[config.mk]
export PLATFORM = sky130hd
export DESIGN_NAME = round_sequencer
export DESIGN_NICKNAME = d
export VERILOG_FILES = /design/src/rtl/game_pkg.sv /design/src/rtl/edge_rise.sv /design/src/rtl/round_sequencer.sv
export SDC_FILE = /design/constraint.sdc
export NUM_CORES = 1
export LEC_CHECK = 0
export ABC_AREA = 1
export BUFFER_PORTS_ARGS = -buffer_cell sky130_fd_sc_hd__buf_2
export CAP_MARGIN = 30
export CORE_MARGIN = 4
export CORE_UTILIZATION = 55
export CTS_CLUSTER_DIAMETER = 50
export DETAILED_ROUTE_END_ITERATION = 12
export GPL_TIMING_DRIVEN = 1
export PLACE_DENSITY = 0.74
export SYNTH_ARGS = -nofsm -noshare
export SYNTH_HDL_FRONTEND = slang
export SYNTH_SLANG_ARGS = --single-unit
[constraint.sdc]
create_clock -name clk -period 7.6 [get_ports clk]
set_input_delay 0.38 -clock clk [delete_from_list [all_inputs] [get_ports clk]]
set_output_delay 0.38 -clock clk [all_outputs]
set_load 0.02 [all_outputs]
[src/rtl/game_pkg.sv]
// -----------------------------------------------------------------------------
// game_pkg
//
// Shared definitions for the cat/dog/chicken round sequencer.
//   - one-hot player choice encodings (SW[2:0])
//   - screen ids understood by the drawing datapath
//   - round result encodings
//   - sequencer state enum
//   - helpers: choice validity, choice-to-index, beats(), scenario screen id,
//     and a draw-state classifier
// -----------------------------------------------------------------------------
package game_pkg;

  // Player choices as seen on SW[2:0].
  localparam logic [2:0] CH_CAT     = 3'b001;
  localparam logic [2:0] CH_DOG     = 3'b010;
  localparam logic [2:0] CH_CHICKEN = 3'b100;

  // Choice indices used to build scenario screen ids.
  localparam logic [1:0] IDX_CAT     = 2'd0;
  localparam logic [1:0] IDX_DOG     = 2'd1;
  localparam logic [1:0] IDX_CHICKEN = 2'd2;

  // Screen ids. 0..8 are scenario screens (p1_idx*3 + p2_idx).
  localparam logic [3:0] SCN_TITLE  = 4'd9;
  localparam logic [3:0] SCN_P1     = 4'd10;
  localparam logic [3:0] SCN_P2     = 4'd11;
  localparam logic [3:0] SCN_P1_WIN = 4'd12;
  localparam logic [3:0] SCN_P2_WIN = 4'd13;

  // Round result encodings.
  localparam logic [1:0] RES_NONE = 2'b00;
  localparam logic [1:0] RES_P1   = 2'b01;
  localparam logic [1:0] RES_P2   = 2'b10;

  typedef enum logic [3:0] {
    ST_TITLE_DRAW = 4'd0,
    ST_WAIT_START = 4'd1,
    ST_P1_DRAW    = 4'd2,
    ST_P1_PICK    = 4'd3,
    ST_P2_DRAW    = 4'd4,
    ST_P2_PICK    = 4'd5,
    ST_RES_DRAW   = 4'd6,
    ST_SCORE      = 4'd7,
    ST_RES_WAIT   = 4'd8,
    ST_END_DRAW   = 4'd9,
    ST_END_WAIT   = 4'd10
  } state_t;

  // A choice is usable only when exactly one switch is up.
  function automatic logic choice_valid(input logic [2:0] c);
    logic v;
    case (c)
      CH_CAT, CH_DOG, CH_CHICKEN: v = 1'b1;
      default:                    v = 1'b0;
    endcase
    return v;
  endfunction

  function automatic logic [1:0] choice_idx(input logic [2:0] c);
    logic [1:0] idx;
    case (c)
      CH_DOG:     idx = IDX_DOG;
      CH_CHICKEN: idx = IDX_CHICKEN;
      default:    idx = IDX_CAT;
    endcase
    return idx;
  endfunction

  // True when choice index a beats choice index b:
  // dog beats cat, cat beats chicken, chicken beats dog.
  function automatic logic beats(input logic [1:0] a, input logic [1:0] b);
    return ((a == IDX_DOG)     && (b == IDX_CAT))     ||
           ((a == IDX_CAT)     && (b == IDX_CHICKEN)) ||
           ((a == IDX_CHICKEN) && (b == IDX_DOG));
  endfunction

  // Scenario screen id = a*3 + b, built from shifts to stay in 4 bits.
  function automatic logic [3:0] scenario_id(input logic [1:0] a, input logic [1:0] b);
    logic [3:0] a4;
    a4 = {2'b00, a};
    return (a4 << 1) + a4 + {2'b00, b};
  endfunction

  function automatic logic is_draw_state(input state_t s);
    return (s == ST_TITLE_DRAW) || (s == ST_P1_DRAW) || (s == ST_P2_DRAW) ||
           (s == ST_RES_DRAW)   || (s == ST_END_DRAW);
  endfunction

endpackage

[src/rtl/edge_rise.sv]
// -----------------------------------------------------------------------------
// edge_rise
//
// Rising-edge detector for a level input already synchronous to clk.
// The previous level is kept in a register; rise_o is high in the cycle where
// d_i is high and was low in the previous cycle.
//
// Ports
//   clk     in   system clock
//   resetn  in   asynchronous active-low reset (history cleared to 0)
//   d_i     in   level input
//   rise_o  out  one-cycle rising-edge indication
// -----------------------------------------------------------------------------
module edge_rise (
  input  logic clk,
  input  logic resetn,
  input  logic d_i,
  output logic rise_o
);

  logic hist_q;

  always_ff @(posedge clk or negedge resetn) begin
    if (!resetn) begin
      hist_q <= 1'b0;
    end else begin
      hist_q <= d_i;
    end
  end

  assign rise_o = d_i & ~hist_q;

endmodule

[src/rtl/round_sequencer.sv]
// -----------------------------------------------------------------------------
// round_sequencer
//
// Game-round controller for the two-player cat/dog/chicken game. Collects each
// player's one-hot choice, requests prompt/scenario/end screens from the
// drawing datapath, decides each round and keeps saturating scores until one
// player reaches WIN_SCORE.
//
// Handshake (draw_req/draw_done): draw_req and draw_scene are held stable until
// draw_done is sampled high while draw_req is high; draw_req then drops in the
// next cycle and stays low for at least one cycle before any further request.
// draw_done while draw_req is low is ignored.
//
// Parameters
//   WIN_SCORE  score that ends the match (1..9)
//   SCORE_W    score register width
//
// Ports
//   clk           in   system clock
//   resetn        in   asynchronous active-low reset
//   choice[2:0]   in   player choice (cat 001, dog 010, chicken 100)
//   choose        in   level, acts on rising edge: latch current player's choice
//   cont          in   level, acts on rising edge: advance past wait screens
//   reset_game    in   level, acts on rising edge: restart at title screen
//   draw_done     in   one-cycle pulse, requested screen finished
//   draw_req      out  draw request
//   draw_scene    out  screen id for the current request
//   score1/score2 out  player scores
//   round_result  out  01 P1 won round, 10 P2 won, 00 tie/none
//   match_over    out  high from end-screen request until restart
//   dbg_state     out  current sequencer state (game_pkg::state_t encoding)
// -----------------------------------------------------------------------------
module round_sequencer
  import game_pkg::*;
#(
  parameter int WIN_SCORE = 5,
  parameter int SCORE_W   = 4
) (
  input  logic               clk,
  input  logic               resetn,
  input  logic [2:0]         choice,
  input  logic               choose,
  input  logic               cont,
  input  logic               reset_game,
  input  logic               draw_done,
  output logic               draw_req,
  output logic [3:0]         draw_scene,
  output logic [SCORE_W-1:0] score1,
  output logic [SCORE_W-1:0] score2,
  output logic [1:0]         round_result,
  output logic               match_over,
  output logic [3:0]         dbg_state
);

  localparam logic [SCORE_W-1:0] WIN = SCORE_W'(WIN_SCORE);

  // Registered state and outputs
  state_t             state_q, state_d;
  logic [1:0]         p1_q, p1_d;
  logic [1:0]         p2_q, p2_d;
  logic [SCORE_W-1:0] s1_q, s1_d;
  logic [SCORE_W-1:0] s2_q, s2_d;
  logic [1:0]         rr_q, rr_d;
  logic               mo_q, mo_d;
  logic               req_q, req_d;
  logic [3:0]         scene_q, scene_d;
  logic               pend_q, pend_d;

  // Edge pulses
  logic choose_rise;
  logic cont_rise;
  logic rg_rise;

  // Handshake / reset helpers
  logic done_ok;
  logic draw_busy;
  logic reset_req;
  logic do_reset;

  edge_rise u_choose_edge (
    .clk    (clk),
    .resetn (resetn),
    .d_i    (choose),
    .rise_o (choose_rise)
  );

  edge_rise u_cont_edge (
    .clk    (clk),
    .resetn (resetn),
    .d_i    (cont),
    .rise_o (cont_rise)
  );

  edge_rise u_reset_edge (
    .clk    (clk),
    .resetn (resetn),
    .d_i    (reset_game),
    .rise_o (rg_rise)
  );

  // A draw is finished only when done arrives while a request is up.
  assign done_ok   = req_q & draw_done;
  // A draw is outstanding if the request is up and this cycle does not end it.
  assign draw_busy = req_q & ~draw_done;
  // A restart request waits in pend_q until no draw is outstanding.
  assign reset_req = pend_q | rg_rise;
  assign do_reset  = reset_req & ~draw_busy;

  always_comb begin
    state_d = state_q;
    p1_d    = p1_q;
    p2_d    = p2_q;
    s1_d    = s1_q;
    s2_d    = s2_q;
    rr_d    = rr_q;
    mo_d    = mo_q;
    scene_d = scene_q;
    pend_d  = reset_req & ~do_reset;

    if (do_reset) begin
      // Restart beats any choose/cont edge in the same cycle.
      state_d = ST_TITLE_DRAW;
      s1_d    = '0;
      s2_d    = '0;
      rr_d    = RES_NONE;
      mo_d    = 1'b0;
    end else begin
      case (state_q)
        ST_TITLE_DRAW: begin
          if (done_ok) state_d = ST_WAIT_START;
        end
        ST_WAIT_START: begin
          if (cont_rise) begin
            state_d = ST_P1_DRAW;
            rr_d    = RES_NONE;
          end
        end
        ST_P1_DRAW: begin
          if (done_ok) state_d = ST_P1_PICK;
        end
        ST_P1_PICK: begin
          if (choose_rise && choice_valid(choice)) begin
            p1_d    = choice_idx(choice);
            state_d = ST_P2_DRAW;
          end
        end
        ST_P2_DRAW: begin
          if (done_ok) state_d = ST_P2_PICK;
        end
        ST_P2_PICK: begin
          if (choose_rise && choice_valid(choice)) begin
            p2_d    = choice_idx(choice);
            state_d = ST_RES_DRAW;
          end
        end
        ST_RES_DRAW: begin
          if (done_ok) state_d = ST_SCORE;
        end
        ST_SCORE: begin
          // Scenario screen is already drawn; scores move only now.
          state_d = ST_RES_WAIT;
          if (beats(p1_q, p2_q)) begin
            rr_d = RES_P1;
            if (s1_q < WIN) s1_d = s1_q + SCORE_W'(1);
          end else if (beats(p2_q, p1_q)) begin
            rr_d = RES_P2;
            if (s2_q < WIN) s2_d = s2_q + SCORE_W'(1);
          end else begin
            rr_d = RES_NONE;
          end
        end
        ST_RES_WAIT: begin
          if (cont_rise) begin
            if ((s1_q == WIN) || (s2_q == WIN)) begin
              state_d = ST_END_DRAW;
              mo_d    = 1'b1;
            end else begin
              state_d = ST_P1_DRAW;
              rr_d    = RES_NONE;
            end
          end
        end
        ST_END_DRAW: begin
          if (done_ok) state_d = ST_END_WAIT;
        end
        ST_END_WAIT: begin
          if (cont_rise) begin
            state_d = ST_TITLE_DRAW;
            s1_d    = '0;
            s2_d    = '0;
            rr_d    = RES_NONE;
            mo_d    = 1'b0;
          end
        end
        default: begin
          state_d = ST_TITLE_DRAW;
        end
      endcase
    end

    // Request is up whenever the next state is a draw state, except the cycle
    // right after a completed draw. That forces one low cycle even when a
    // restart jumps from a finished draw straight into the title draw.
    req_d = is_draw_state(state_d) & ~done_ok;

    // Screen id is chosen only when a new request rises, so it stays stable
    // for the whole handshake.
    if (req_d && !req_q) begin
      case (state_d)
        ST_TITLE_DRAW: scene_d = SCN_TITLE;
        ST_P1_DRAW:    scene_d = SCN_P1;
        ST_P2_DRAW:    scene_d = SCN_P2;
        ST_RES_DRAW:   scene_d = scenario_id(p1_d, p2_d);
        ST_END_DRAW:   scene_d = (s1_q == WIN) ? SCN_P1_WIN : SCN_P2_WIN;
        default:       scene_d = scene_q;
      endcase
    end
  end

  always_ff @(posedge clk or negedge resetn) begin
    if (!resetn) begin
      state_q <= ST_TITLE_DRAW;
      p1_q    <= IDX_CAT;
      p2_q    <= IDX_CAT;
      s1_q    <= '0;
      s2_q    <= '0;
      rr_q    <= RES_NONE;
      mo_q    <= 1'b0;
      req_q   <= 1'b0;
      scene_q <= 4'd0;
      pend_q  <= 1'b0;
    end else begin
      state_q <= state_d;
      p1_q    <= p1_d;
      p2_q    <= p2_d;
      s1_q    <= s1_d;
      s2_q    <= s2_d;
      rr_q    <= rr_d;
      mo_q    <= mo_d;
      req_q   <= req_d;
      scene_q <= scene_d;
      pend_q  <= pend_d;
    end
  end

  assign draw_req     = req_q;
  assign draw_scene   = scene_q;
  assign score1       = s1_q;
  assign score2       = s2_q;
  assign round_result = rr_q;
  assign match_over   = mo_q;
  assign dbg_state    = state_q;

endmodule

* After elaboration in Yosys (flattened, before gate mapping)
Cells that the tools add are included.
** Word-level totals
- Bits in registers :: 28
- Input bits :: 9
- Output and inout bits :: 20
** Operators by class
- Add/subtract/negate cells :: 4
- Magnitude comparators :: 2
- Equal/unequal tests :: 33
- Multiplexer cells :: 49
- Bitwise gates (word level) :: 16
- Reductions and logical operators :: 34
** Operators with widths (number)
- $mux W4 :: 20
- $pmux W4 S11 :: 1
- $eq A4 B3 Y1 const B :: 8
- $ne A3 B3 Y1 const B :: 9
- $mux W2 :: 12
- $pmux W4 S5 :: 1
- $eq A4 B4 Y1 const B :: 4
- $pmux W4 S2 :: 2
- $eq A4 B2 Y1 const B :: 3
- $reduce_and A4 Y1 :: 3
- $mux W1 :: 10
- $logic_and A1 B1 Y1 :: 9
- $logic_or A1 B1 Y1 :: 9
- $add A4 B1 Y4 const B :: 2
- $and A1 B1 Y1 :: 8
- $logic_not A4 Y1 :: 2
- $lt A4 B3 Y1 const B :: 2
- $not A1 Y1 :: 7
- $pmux W2 S3 :: 1
- $reduce_bool A3 Y1 :: 2
- $reduce_and A5 Y1 :: 1
- $reduce_bool A5 Y1 :: 1
- $add A3 B2 Y4 :: 1
- $add A4 B2 Y4 :: 1
- other kinds (16) :: 19

* Logic depth before layout (Yosys ltp)
Gate-level depths: netlist (run 1).
- Depth after elaboration :: 17
- Gate-level depth with buffers :: 16
- Depth with buffers taken out :: 16

* Cells and area by module
A second synthesis (run 1) with hierarchy kept.
** Unflattened totals
- Cells, all modules :: 248
- Area total of the unflattened synthesis :: 1830.5 µm²
** Modules (own cells, without submodules)
- round_sequencer :: instances 1, cells an instance 239, area each 1725.4 µm², sequential area each 625.6 µm²
- edge_rise :: instances 3, cells an instance 3, area each 35.0 µm², sequential area each 25.0 µm²

* Worst setup path before layout (run 1)
No wires, ideal clock.
- Path type :: register to register
- From :: reg req_q (netlist: draw_req)
- To :: reg scene_q[2] (netlist: draw_scene[2])
- Arrival time :: 2.694 ns
- Data required time :: 7.535 ns
- Setup slack :: 4.841 ns
- Stages on the path, launching flop included :: 16
- Buffers on the path :: 0
- Period minus slack after synthesis :: 2.759 ns
- Path through :: dfrtp_1 > inv_2 > nor2_2 > nor2_8 > nor2_1 > inv_1 > o22ai_1 > inv_1 > fa_1 > inv_1 > ha_1 > inv_1 > fa_1 > o21ai_1 > nand2_1 > nand2_1
** Between the ends
- Elaborated cells between the ends (all ways) :: 31
- Classes of those cells :: add/sub: 2; eq/ne: 4; mux: 10; bitwise: 6; reduce/logical: 9
** RTL lines
- from (decl) :: line round_sequencer.sv:65 : logic req_q, req_d;
- from (signal assigned) :: line round_sequencer.sv:240 : req_q <= req_d;
- $and A1 B1 Y1 :: line round_sequencer.sv:104 : assign draw_busy = req_q & ~draw_done;
- $not A1 Y1 :: line round_sequencer.sv:107 : assign do_reset = reset_req & ~draw_busy;
- $and A1 B1 Y1 :: line round_sequencer.sv:107
- $mux W2 :: line round_sequencer.sv:120 : if (do_reset) begin
- via p1_d[1] :: line round_sequencer.sv:59 : logic [1:0] p1_q, p1_d;
- $add A3 B2 Y4 :: line game_pkg.sv:82 : return (a4 << 1) + a4 + {2'b00, b};
- $add A4 B2 Y4 :: line game_pkg.sv:82
- $pmux W4 S5 :: line round_sequencer.sv:209 : case (state_d)
- to (signal assigned) :: line round_sequencer.sv:241 : scene_q <= scene_d;
- to (decl) :: line round_sequencer.sv:66 : logic [3:0] scene_q, scene_d;
The timed path passes the listed nets, and every way through them passes these cells.
A chain may end at the register's enable or synchronous reset.

* Worst setup path after layout (run 1)
Ends and elaborated chain as after synthesis.

==> summary.txt, run 1 <==
Critical path
  – Crit path capture type: register
  – R2R depth: 16
  – CP startpoint kind: register
  – CP Class: register to register
  – Worst Path Arrival: 3.13 ns
  – Max FO, Critical Path: 7
  – Required @ worst endpoint: 7.89 ns

Global routing
  – First-pass GRT wire length: 6330 um
  – Total gr overflow: 0
  – Initial antenna violation count: 0
  – Pin count of the biggest net entering global routing: 29
  – Vias in the first global route: 1417
  – Overall global routing resource usage: 0.186

CTS
  – Reg clk slew, reported paths: 0.15 ns
  – CTS tree: built
  – Clock buffer depth: 2
  – Clk_lat worst skew: 0.33 ns
  – Setup repair bufs after CTS: 0
  – Post-cts hold buffer count: 0
  – H-Tree Level Count: 1
  – Clock tree root buffer cell: clkbuf_4
  – CTS Sinks: 28
  – Total CTS buffers: 3
  – Post_cts resized: 0

Synthesis
  – Area leader, netlist: dfrtp_1
  – Netlist cell types: 32
  – Main flop type after synthesis: dfrtp_1
  – Post-synth ARST share: 1.00
  – Top-area cell type share of the netlist area: 0.369
  – Mean post-synth cell area: 7.59 sq um
  – Top-count cell post-synth: nand2_1
  – EDFF count, synth: 0
  – Post-synthesis sequential area ratio: 0.369
  – Netlist Area Pre-Place: 0.00190 sq mm
  – Seq cells post-synth: 28
  – Most frequent cells after synthesis: nand2_1, inv_1, dfrtp_1
  – Ys Warns: 0
  – Syn Inst Count: 250
  – Synth area leaders: dfrtp_1, nand2_1, inv_1
  – Post-synth net total: 269

Placed design
  – GP Congestion: 0.858
  – Detailed Place HPWL: 2910 um
  – Dpl ws: 4.62 ns
  – Placed cells: 324
  – I/O Buffers: 28

Pwr
  – Peak supply drop: 0.152 mV
  – Power Dens Cells: 309 mW/mm^2
  – Static Leak: 1.20 nW

Route
  – Detailed-route DRC error count: 0
  – Drt first pass iters: 4
  – Vias: 1591
  – Vias/cell: 4.85
  – DR WL/cell: 11.2 um
  – Starting DRT DRC Count: 101
  – Final WL: 3690 um
  – Antenna Violating Nets Remaining: 0

Timing
  – Period utilization: 0.374
  – Max frequency: 352 MHz
  – Worst-margin pin slew: 0.631 ns
  – Clock skew: 0.00264 ns
  – Setup TNS Final: 0 ns
  – Tmin final: 2.84 ns
  – Final hold vios: 0
  – Min Hold Slack: 0.0386 ns
  – Finish-stage setup viols: 0
  – Fin worst setup slack: 4.76 ns
  – Max-slew headroom: 0.579
  – Max-slew violations: 0
  – RSZ-0062 raised after global routing: no

Layout
  – Ant diodes: 0
  – Multi-input gate area: 995 sq um
  – Share of cells above drive strength 1: 0.270
  – Storage cell area: 701 sq um
  – Post-route insts no fill: 328
  – Final Net Count: 302
  – Area growth, synth to finish: 13.2%
  – Final Util: 0.643
  – Fillers: 309

Min path
  – Hold/Removal Path Class: input pin to async pin

Floorplan
  – Starting Density: 0.568
  – Die Wd: 66.7 um
  – Core Region: 0.00334 sq mm
  – Full die area: 0.00445 sq mm
  – Die Y: 66.7 um
  – Rows: 21
  – # IOs: 29

Run status
  – Outcome: completed

Job
  – Max cap viols: 0
power breakdown:
| part | total, mW | internal, mW | switching, mW |
|---|---|---|---|
| sequential | 0.231 | 0.191 | 0.0393 |
| clock | 0.0989 | 0.0534 | 0.0456 |
| combinational | 0.335 | 0.110 | 0.225 |
registers in the layout, indices dropped and copies added (netlist names):
signal	count
score1	4
round_result	2
u_choose_edge.hist_q	1
pend_q	1
u_cont_edge.hist_q	1
dbg_state	4
draw_scene	4
p2_q	2
draw_req	1
p1_q	2
match_over	1
u_reset_edge.hist_q	1
score2	4
final timing paths:
kind | start | end | slack, ns
max | draw_req$_DFF_PN0_ | draw_scene[2]$_DFFE_PN0P_ | 4.76
min | resetn | u_cont_edge.hist_q$_DFF_PN0_ | 0.04
max reg2reg | draw_req$_DFF_PN0_ | draw_scene[2]$_DFFE_PN0P_ | 4.76
min reg2reg | draw_scene[0]$_DFFE_PN0P_ | draw_scene[0]$_DFFE_PN0P_ | 0.50
max in group asynchronous | resetn | draw_scene[3]$_DFFE_PN0P_ | 7.15
min in group clk | choose | u_choose_edge.hist_q$_DFF_PN0_ | 0.16
cell type report:
cell class	count	area share
timing repair buffer	28	0.0653
clock inverter	1	0.0140
inverter	51	0.0938
clock buffer	3	0.0105
tap	46	0.0268
sequential	28	0.326
multi-input combinational	171	0.463
per-stage QoR:
step	cell area, sq um	total power, mW
after floorplan	1900	0.482
after global placement	2090	0.565
after detailed placement	2090	0.570
after CTS	2150	0.670
after global routing	2150	0.728
final	2150	0.664
metal layers:
metal / track usage / wire length (um)
met4: 0.0609 / 47
met3: 0.0253 / 125
met2: 0.277 / 1620
met1: 0.276 / 1890
met5: 0 / 0
cells by family (layout without fill, tap and decap cells):
kind of cell	after synthesis	after routing	share of synthesized area
AO/OA/AOI/OAI	29	29	0.0930
adder cells (fa/ha/maj)	10	10	0.0739
buffers and inverters	51	83	0.106
flip-flops	28	28	0.369
AND/OR/NAND/NOR	132	132	0.358
critical path: stages, from the launching register on:
cell and delay (ns):
dfrtp_1 0.42, inv_2 0.11, nor2_2 0.07, nor2_8 0.23, nor2_1 0.06, inv_1 0.09
nor2_1 0.06, o22ai_1 0.15, inv_1 0.13, fa_1 0.54, inv_1 0.05, ha_1 0.18
inv_1 0.06, fa_1 0.40, o21ai_1 0.13, nand2_1 0.06, nand2_1 0.05
cell usage in the layout (no fill, tap or decap), types with 4 or more instances in the layout:
master,count
a21oi_1,5
buf_2,28
dfrtp_1,28
ha_1,8
inv_1,35
inv_2,13
nand2_1,51
nand2_2,12
nand3_1,19
nor2_1,27
nor3_1,4
o21ai_0,11
No activity file was read; power rests on OpenSTA's default activity.
==> inputs of run 2 (changes only) <==
ABC_AREA = 0   (was 1)
CORE_UTILIZATION = 51   (was 55)
PLACE_DENSITY = 0.72   (was 0.74)
clock period = 2.55 ns   (was 7.6 ns; I/O delays follow)
==> summary.txt, run 2 <==
Job
  – Max cap viols: 0 (unchanged)

Placed design
  – GP Congestion: 0.866 (was 0.858)
  – Detailed Place HPWL: 3510 um (was 2910 um)
  – I/O Buffers: 28 (unchanged)

Critical path
  – CP Class: register to register (unchanged)
  – Ordered cell list for the critical path: nand2_4 -> or3_4 -> nor3_4 -> nand2_1 -> nand2_1 -> o21a_1 -> fa_1 -> inv_2 -> ha_4 -> inv_2 -> fa_1 -> nor3_1 -> o32a_1 (was inv_2 -> nor2_2 -> nor2_8 -> nor2_1 -> inv_1 -> nor2_1 -> o22ai_1 -> inv_1 -> fa_1 -> inv_1 -> ha_1 -> inv_1 -> fa_1 -> o21ai_1 -> nand2_1 -> nand2_1)
  – CP peak stage delay: 0.48 ns (was 0.54 ns)
  – Top delay family on crit path: adder cells (unchanged)
  – Required @ worst endpoint: 2.71 ns (was 7.89 ns)
  – Buffers plus inverters on the worst setup path: 2 (was 5)
  – CP startpoint kind: register (unchanged)
  – Worst Path Arrival: 3.22 ns (was 3.13 ns)
  – Crit path capture type: register (unchanged)
  – Worst path slowest cell: fa_1 (unchanged)
  – Max FO, Critical Path: 4 (was 7)

CTS
  – Clock tree root buffer cell: clkbuf_8 (was clkbuf_4)
  – H-Tree Level Count: 1 (unchanged)
  – Clock buffer depth: 2 (unchanged)
  – Total CTS buffers: 3 (unchanged)
  – CTS tree: built (unchanged)
  – CTS Sinks: 28 (unchanged)
  – Reg clk slew, reported paths: 0.09 ns (was 0.15 ns)
  – Clk_lat worst skew: 0.27 ns (was 0.33 ns)

Layout
  – Most common cell after layout, fill and taps aside: buf_2 (was nand2_1)
  – Final Util: 0.700 (was 0.643)
  – Ant diodes: 0 (unchanged)
  – Area growth, synth to finish: 28.1% (was 13.2%)
  – Commonest cells after routing, fill and taps aside: buf_2, dfrtp_1, buf_4 (was nand2_1, inv_1, dfrtp_1, buf_2, nor2_1)
  – Final Net Count: 282 (was 302)
  – Share of cells above drive strength 1: 0.351 (was 0.270)

Floorplan
  – # IOs: 29 (unchanged)
  – Full die area: 0.00472 sq mm (was 0.00445 sq mm)
  – Die Y: 68.7 um (was 66.7 um)
  – Starting Density: 0.546 (was 0.568)
  – Rows: 21 (unchanged)
  – Core Region: 0.00344 sq mm (was 0.00334 sq mm)
  – Die Wd: 68.7 um (was 66.7 um)

Timing
  – Final hold vios: 0 (unchanged)
  – Max frequency: 327 MHz (was 352 MHz)
  – Finish-stage setup viols: 3 (was 0)
  – Period utilization: 1.20 (was 0.374)
  – Fin worst setup slack: -0.507 ns (was 4.76 ns)
  – Max-slew headroom: 0.568 (was 0.579)
  – Worst-margin pin slew: 0.648 ns (was 0.631 ns)
  – Max-slew violations: 0 (unchanged)
  – RSZ-0062 raised after global routing: yes (was no)
  – Clock skew: 0.00241 ns (was 0.00264 ns)
  – Tmin final: 3.06 ns (was 2.84 ns)
  – Setup TNS Final: -1.22 ns (was 0 ns)

Route
  – Detailed-route DRC error count: 0 (unchanged)
  – Vias: 1767 (was 1591)
  – Drt first pass iters: 4 (unchanged)
  – Antenna Violating Nets Remaining: 0 (unchanged)
  – Final WL: 4680 um (was 3690 um)
  – Starting DRT DRC Count: 111 (was 101)
  – Vias/cell: 5.74 (was 4.85)
  – DR WL/cell: 15.2 um (was 11.2 um)

Synthesis
  – Post-synthesis sequential area ratio: 0.373 (was 0.369)
  – Post-synth net total: 225 (was 269)
  – Post-synth ARST share: 1.00 (unchanged)
  – Netlist cell types: 57 (was 32)
  – Most frequent cells after synthesis: dfrtp_1, nand2_1, inv_1 (was nand2_1, inv_1, dfrtp_1)
  – Top-area cell type share of the netlist area: 0.373 (was 0.369)
  – Synth area leaders: dfrtp_1, ha_1, a21oi_1 (was dfrtp_1, nand2_1, inv_1)
  – Ys Warns: 0 (unchanged)
  – Main flop type after synthesis: dfrtp_1 (unchanged)
  – Syn Inst Count: 206 (was 250)
  – EDFF count, synth: 0 (unchanged)
  – Top-count cell post-synth: dfrtp_1 (was nand2_1)
  – Netlist Area Pre-Place: 0.00188 sq mm (was 0.00190 sq mm)
  – Mean post-synth cell area: 9.13 sq um (was 7.59 sq um)
  – Area leader, netlist: dfrtp_1 (unchanged)
  – Seq cells post-synth: 28 (unchanged)

Global routing
  – Layer with the highest usage: met2 (unchanged)
  – Initial antenna violation count: 0 (unchanged)
  – First-pass GRT wire length: 8100 um (was 6330 um)
  – Total gr overflow: 0 (unchanged)
  – Overall global routing resource usage: 0.225 (was 0.186)
  – Met3 usage in global routing: 0.0324 (was 0.0253)
  – Pin count of the biggest net entering global routing: 29 (unchanged)
  – Met2 Usage GRT: 0.381 (was 0.277)
  – Vias in the first global route: 1791 (was 1417)
  – Met1 usage: 0.293 (was 0.276)

Min path
  – Hold/Removal Path Class: input pin to register (was input pin to async pin)

Pwr
  – Peak supply drop: 0.459 mV (was 0.152 mV)
  – Power Dens Cells: 801 mW/mm^2 (was 309 mW/mm^2)
  – Static Leak: 1.12 nW (was 1.20 nW)
  – Pwr Total: 1.93 mW (was 664 uW)

Run status
  – Outcome: complete, but fails checks (was completed)
  – Failing checks: setup timing
[run 2: changes by cell type after synthesis, sizes merged, moves of 4 or more]
cell | previous run | this run
buf | 0 | 5
inv | 51 | 17
nand3 | 21 | 5
o21a | 0 | 4
a21oi | 7 | 16
nor2 | 33 | 15
nand2 | 66 | 21
[run 2: path summary, 6_finish.rpt]
check	from	end	slack [ns]	depth (start not counted)
min in group asynchronous	resetn	p2_q[0]$_DFF_PN0_	0.41	2
setup reg to reg	dbg_state[0]$_DFF_PN0_	draw_scene[2]$_DFFE_PN0P_	-0.51	13
setup / recovery	dbg_state[0]$_DFF_PN0_	draw_scene[2]$_DFFE_PN0P_	-0.51	13
hold reg to reg	round_result[0]$_DFFE_PN0P_	round_result[0]$_DFFE_PN0P_	0.49	2
hold / removal	choose	u_choose_edge.hist_q$_DFF_PN0_	0.07	2
max in group asynchronous	resetn	dbg_state[3]$_DFF_PN0_	1.69	2
[run 2: kinds of logic (layout without fill, tap and decap cells)]
group                      after synthesis  after routing  share of synthesized area
adders and majority gates               10             10                     0.0745
DFF                                     28             28                      0.373
muxes                                    2              2                     0.0113
buffers and inverters                   22             78                     0.0486
xor gates and xnor gates                 4              4                     0.0186
AOI/OAI and AO/OA                       63             63                      0.242
and+or+nand+nor                         77             77                      0.232
[run 2: final cells by class]
class / count / area (sq um)
Tap cell: 46 / 57.6
Multi-Input combinational cell: 156 / 1170
Timing Repair Buffer: 57 / 369
Sequential cell: 28 / 704
Clock buffer: 4 / 45.0
Fill cell: 268 / 1030
Inverter: 17 / 63.8
[run 2: repair_timing]
item / in CTS / in global routing
hold buffers: 3 / 0
endpoints found under the hold margin: 30 / 0
setup buffers: 2 / 2
endpoints found under the setup margin: 3 / 4
pin swaps: 6 / 4
gates resized for setup: 5 / 5
[run 2: layer usage]
layer | wire length, um | part of all wire
met1 | 2110 | 0.45
met2 | 2310 | 0.49
met3 | 232 | 0.050
met4 | 35 | 0.0075
met5 | 0 | 0
[run 2: through the flow]
step	setup WS [ns]	hold slack, ns	instance area, sq um	cells
6_report	-0.507	0.0699	2410	308
5_1_grt	-0.601	0.0623	2410	308
4_1_cts	-0.507	0.0614	2370	306
3_5_place_dp	-0.560	0.190	2260	297
3_3_place_gp	-0.471	0.168	2260	297
2_1_floorplan	-0.638	-0.168	1940	206
[run 2: power breakdown]
part,leakage (nW),switching (mW),internal (mW),total (mW)
registers,0.338,0.0858,0.543,0.629
logic,0.764,0.599,0.456,1.05
clock network,0.0228,0.135,0.112,0.247
==> inputs of run 3 (changes only) <==
ABC_AREA = 1   (was 0)
CORE_MARGIN = 2   (was 4)
==> summary.txt, run 3 (synthesis gave the netlist of run 1 again) <==
Run status
  – Outcome: complete, but fails checks (unchanged)
  – Failing checks: setup timing (unchanged)

Pwr
  – Net Sw Power: 1.01 mW (was 819 uW)
  – Pwr Total: 2.18 mW (was 1.93 mW)
  – Internal: 1.17 mW (was 1.11 mW)
  – Logic pwr share: 0.566 (was 0.546)
  – Seq pwr share: 0.319 (was 0.326)
  – Sw Ratio: 0.464 (was 0.424)
  – Peak supply drop: 0.544 mV (was 0.459 mV)
  – Clock Power Share: 0.115 (was 0.128)
  – Power Dens Cells: 857 mW/mm^2 (was 801 mW/mm^2)
  – Static Leak: 1.37 nW (was 1.12 nW)

Min path
  – Hold/Removal Path Class: input pin to register (unchanged)
  – Hold path depth: 2 (unchanged)

Critical path
  – Top delay family on crit path: adder cells (unchanged)
  – CP peak stage delay: 0.47 ns (was 0.48 ns)
  – Max FO, Critical Path: 3 (was 4)
  – Required @ worst endpoint: 2.73 ns (was 2.71 ns)
  – Buffers plus inverters on the worst setup path: 4 (was 2)
  – CP dominant cell by count: inv_2
  – CP startpoint kind: register (unchanged)
  – CP Class: register to register (unchanged)
  – Ordered cell list for the critical path: nor2_4 -> nand2_2 -> nor2_2 -> inv_2 -> nor2_4 -> o22ai_4 -> inv_2 -> fa_1 -> inv_1 -> ha_2 -> inv_2 -> fa_1 -> o21ai_1 -> nand2_1 -> nand2_1 (was nand2_4 -> or3_4 -> nor3_4 -> nand2_1 -> nand2_1 -> o21a_1 -> fa_1 -> inv_2 -> ha_4 -> inv_2 -> fa_1 -> nor3_1 -> o32a_1)
  – Crit path capture type: register (unchanged)
  – Worst Path Arrival: 2.81 ns (was 3.22 ns)
  – Worst path slowest cell: fa_1 (unchanged)
  – CP Depth: 15 (was 13)
  – R2R depth: 15 (was 13)

Timing
  – Period utilization: 1.03 (was 1.20)
  – Max-slew headroom: 0.576 (was 0.568)
  – Clock skew: 0.0102 ns (was 0.00241 ns)
  – Tmin final: 2.63 ns (was 3.06 ns)
  – RSZ-0062 raised after global routing: yes (unchanged)
  – Max-slew violations: 0 (unchanged)
  – Max frequency: 381 MHz (was 327 MHz)
  – Fin worst setup slack: -0.0778 ns (was -0.507 ns)
  – Finish-stage setup viols: 1 (was 3)
  – Min Hold Slack: 0.0565 ns (was 0.0699 ns)
  – Final hold vios: 0 (unchanged)
  – Worst-margin pin slew: 0.636 ns (was 0.648 ns)

Layout
  – Final instance area: 0.00254 sq mm (was 0.00241 sq mm)
  – Area growth, synth to finish: 34.0% (was 28.1%)
  – Fillers: 285 (was 268)
  – Commonest cells after routing, fill and taps aside: nand2_1, buf_4, inv_1, buf_2, dfrtp_1 (was buf_2, dfrtp_1, buf_4)
  – Share of cells above drive strength 1: 0.414 (was 0.351)
  – Multi-input gate area: 0.00109 sq mm (was 0.00117 sq mm)
  – Final Net Count: 339 (was 282)
  – Most common cell after layout, fill and taps aside: nand2_1 (was buf_2)
  – Storage cell area: 707 sq um (was 704 sq um)
  – Ant diodes: 0 (unchanged)

Global routing
  – First-pass GRT wire length: 7510 um (was 8100 um)
  – Initial antenna violation count: 0 (unchanged)
  – Total gr overflow: 0 (unchanged)
  – Vias in the first global route: 1795 (was 1791)
  – Pin count of the biggest net entering global routing: 29 (unchanged)
  – Overall global routing resource usage: 0.226 (was 0.225)

Placed design
  – GP Congestion: 0.907 (was 0.866)
  – Detailed Place HPWL: 3160 um (was 3510 um)
  – I/O Buffers: 28 (unchanged)
  – Post-placement cell area: 0.00224 sq mm (was 0.00226 sq mm)

Floorplan
  – Starting Density: 0.526 (was 0.546)
  – Core Region: 0.00361 sq mm (was 0.00344 sq mm)
  – Die Y: 65.0 um (was 68.7 um)
  – # IOs: 29 (unchanged)
  – Full die area: 0.00422 sq mm (was 0.00472 sq mm)
  – Rows: 22 (was 21)
  – Die Wd: 65.0 um (was 68.7 um)

CTS
  – Total CTS buffers: 3 (unchanged)
  – Clk_lat worst skew: 0.28 ns (was 0.27 ns)
  – CTS tree: built (unchanged)
  – CTS Sinks: 28 (unchanged)
  – Reg clk slew, reported paths: 0.10 ns (was 0.09 ns)
  – Clock tree root buffer cell: clkbuf_8 (unchanged)
  – H-Tree Level Count: 1 (unchanged)
  – Clock buffer depth: 2 (unchanged)

Route
  – Drt first pass iters: 4 (unchanged)
  – Vias/cell: 4.98 (was 5.74)
  – Starting DRT DRC Count: 112 (was 111)
  – DR WL/cell: 12.1 um (was 15.2 um)
  – Antenna Violating Nets Remaining: 0 (unchanged)
  – Detailed-route DRC error count: 0 (unchanged)
  – Vias: 1829 (was 1767)
  – Final WL: 4460 um (was 4680 um)

Job
  – Max cap viols: 0 (unchanged)
-- run 3: through the flow --
| step | setup TNS [ns] | std cells | setup slack, ns | util |
|---|---|---|---|---|
| after floorplan | -0.112 | 250 | -0.112 | - |
| after global placement | -0.0734 | 344 | -0.0734 | 0.622 |
| after detailed placement | -0.139 | 344 | -0.139 | 0.622 |
| after CTS | -0.0786 | 366 | -0.0521 | 0.692 |
| after global routing | -0.336 | 367 | -0.217 | 0.705 |
| final | -0.0778 | 367 | -0.0778 | 0.705 |
-- run 3: path summary, 6_finish.rpt --
path / end / from / slack (ns)
max: draw_scene[2]$_DFFE_PN0P_ / dbg_state[3]$_DFF_PN0_ / -0.08
min: pend_q$_DFF_PN0_ / draw_done / 0.06
max reg2reg: draw_scene[2]$_DFFE_PN0P_ / dbg_state[3]$_DFF_PN0_ / -0.08
min reg2reg: draw_scene[0]$_DFFE_PN0P_ / draw_scene[0]$_DFFE_PN0P_ / 0.48
max in group asynchronous: draw_req$_DFF_PN0_ / resetn / 1.71
min in group asynchronous: p2_q[1]$_DFF_PN0_ / resetn / 0.39
-- run 3: per-layer routing --
metal | vias to the layer above | GRT usage | share of wire
met5 | - | 0 | 0
met4 | 0 | 0.0824 | 0.018
met3 | 11 | 0.0260 | 0.029
met2 | 38 | 0.411 | 0.52
met1 | 853 | 0.272 | 0.44
li1 | 927 | - | -
-- run 3: area by class of cell --
class,instances,share of cell area
Multi-Input combinational cell,171,0.431
Sequential cell,28,0.278
Timing Repair Buffer,65,0.170
Inverter,51,0.0802
Tap cell,48,0.0236
Clock buffer,4,0.0177
-- run 3: what timing repair did --
item	4_1_cts	5_1_grt
pin swaps	10	22
resized for setup	18	12
cloned	0	0
setup buffers	14	4
setup endpoints to repair	2	5
hold buffers	4	0
hold endpoints to repair	31	0
-- run 3: power by group through the flow --
stage / combinational (mW) / clock [mW] / sequential [mW]
final: 1.23 / 0.250 / 0.695
after global routing: 1.38 / 0.271 / 0.716
after CTS: 1.16 / 0.252 / 0.693
after detailed placement: 1.10 / 0 / 0.703
after global placement: 1.08 / 0 / 0.699
after floorplan: 0.623 / 0 / 0.827
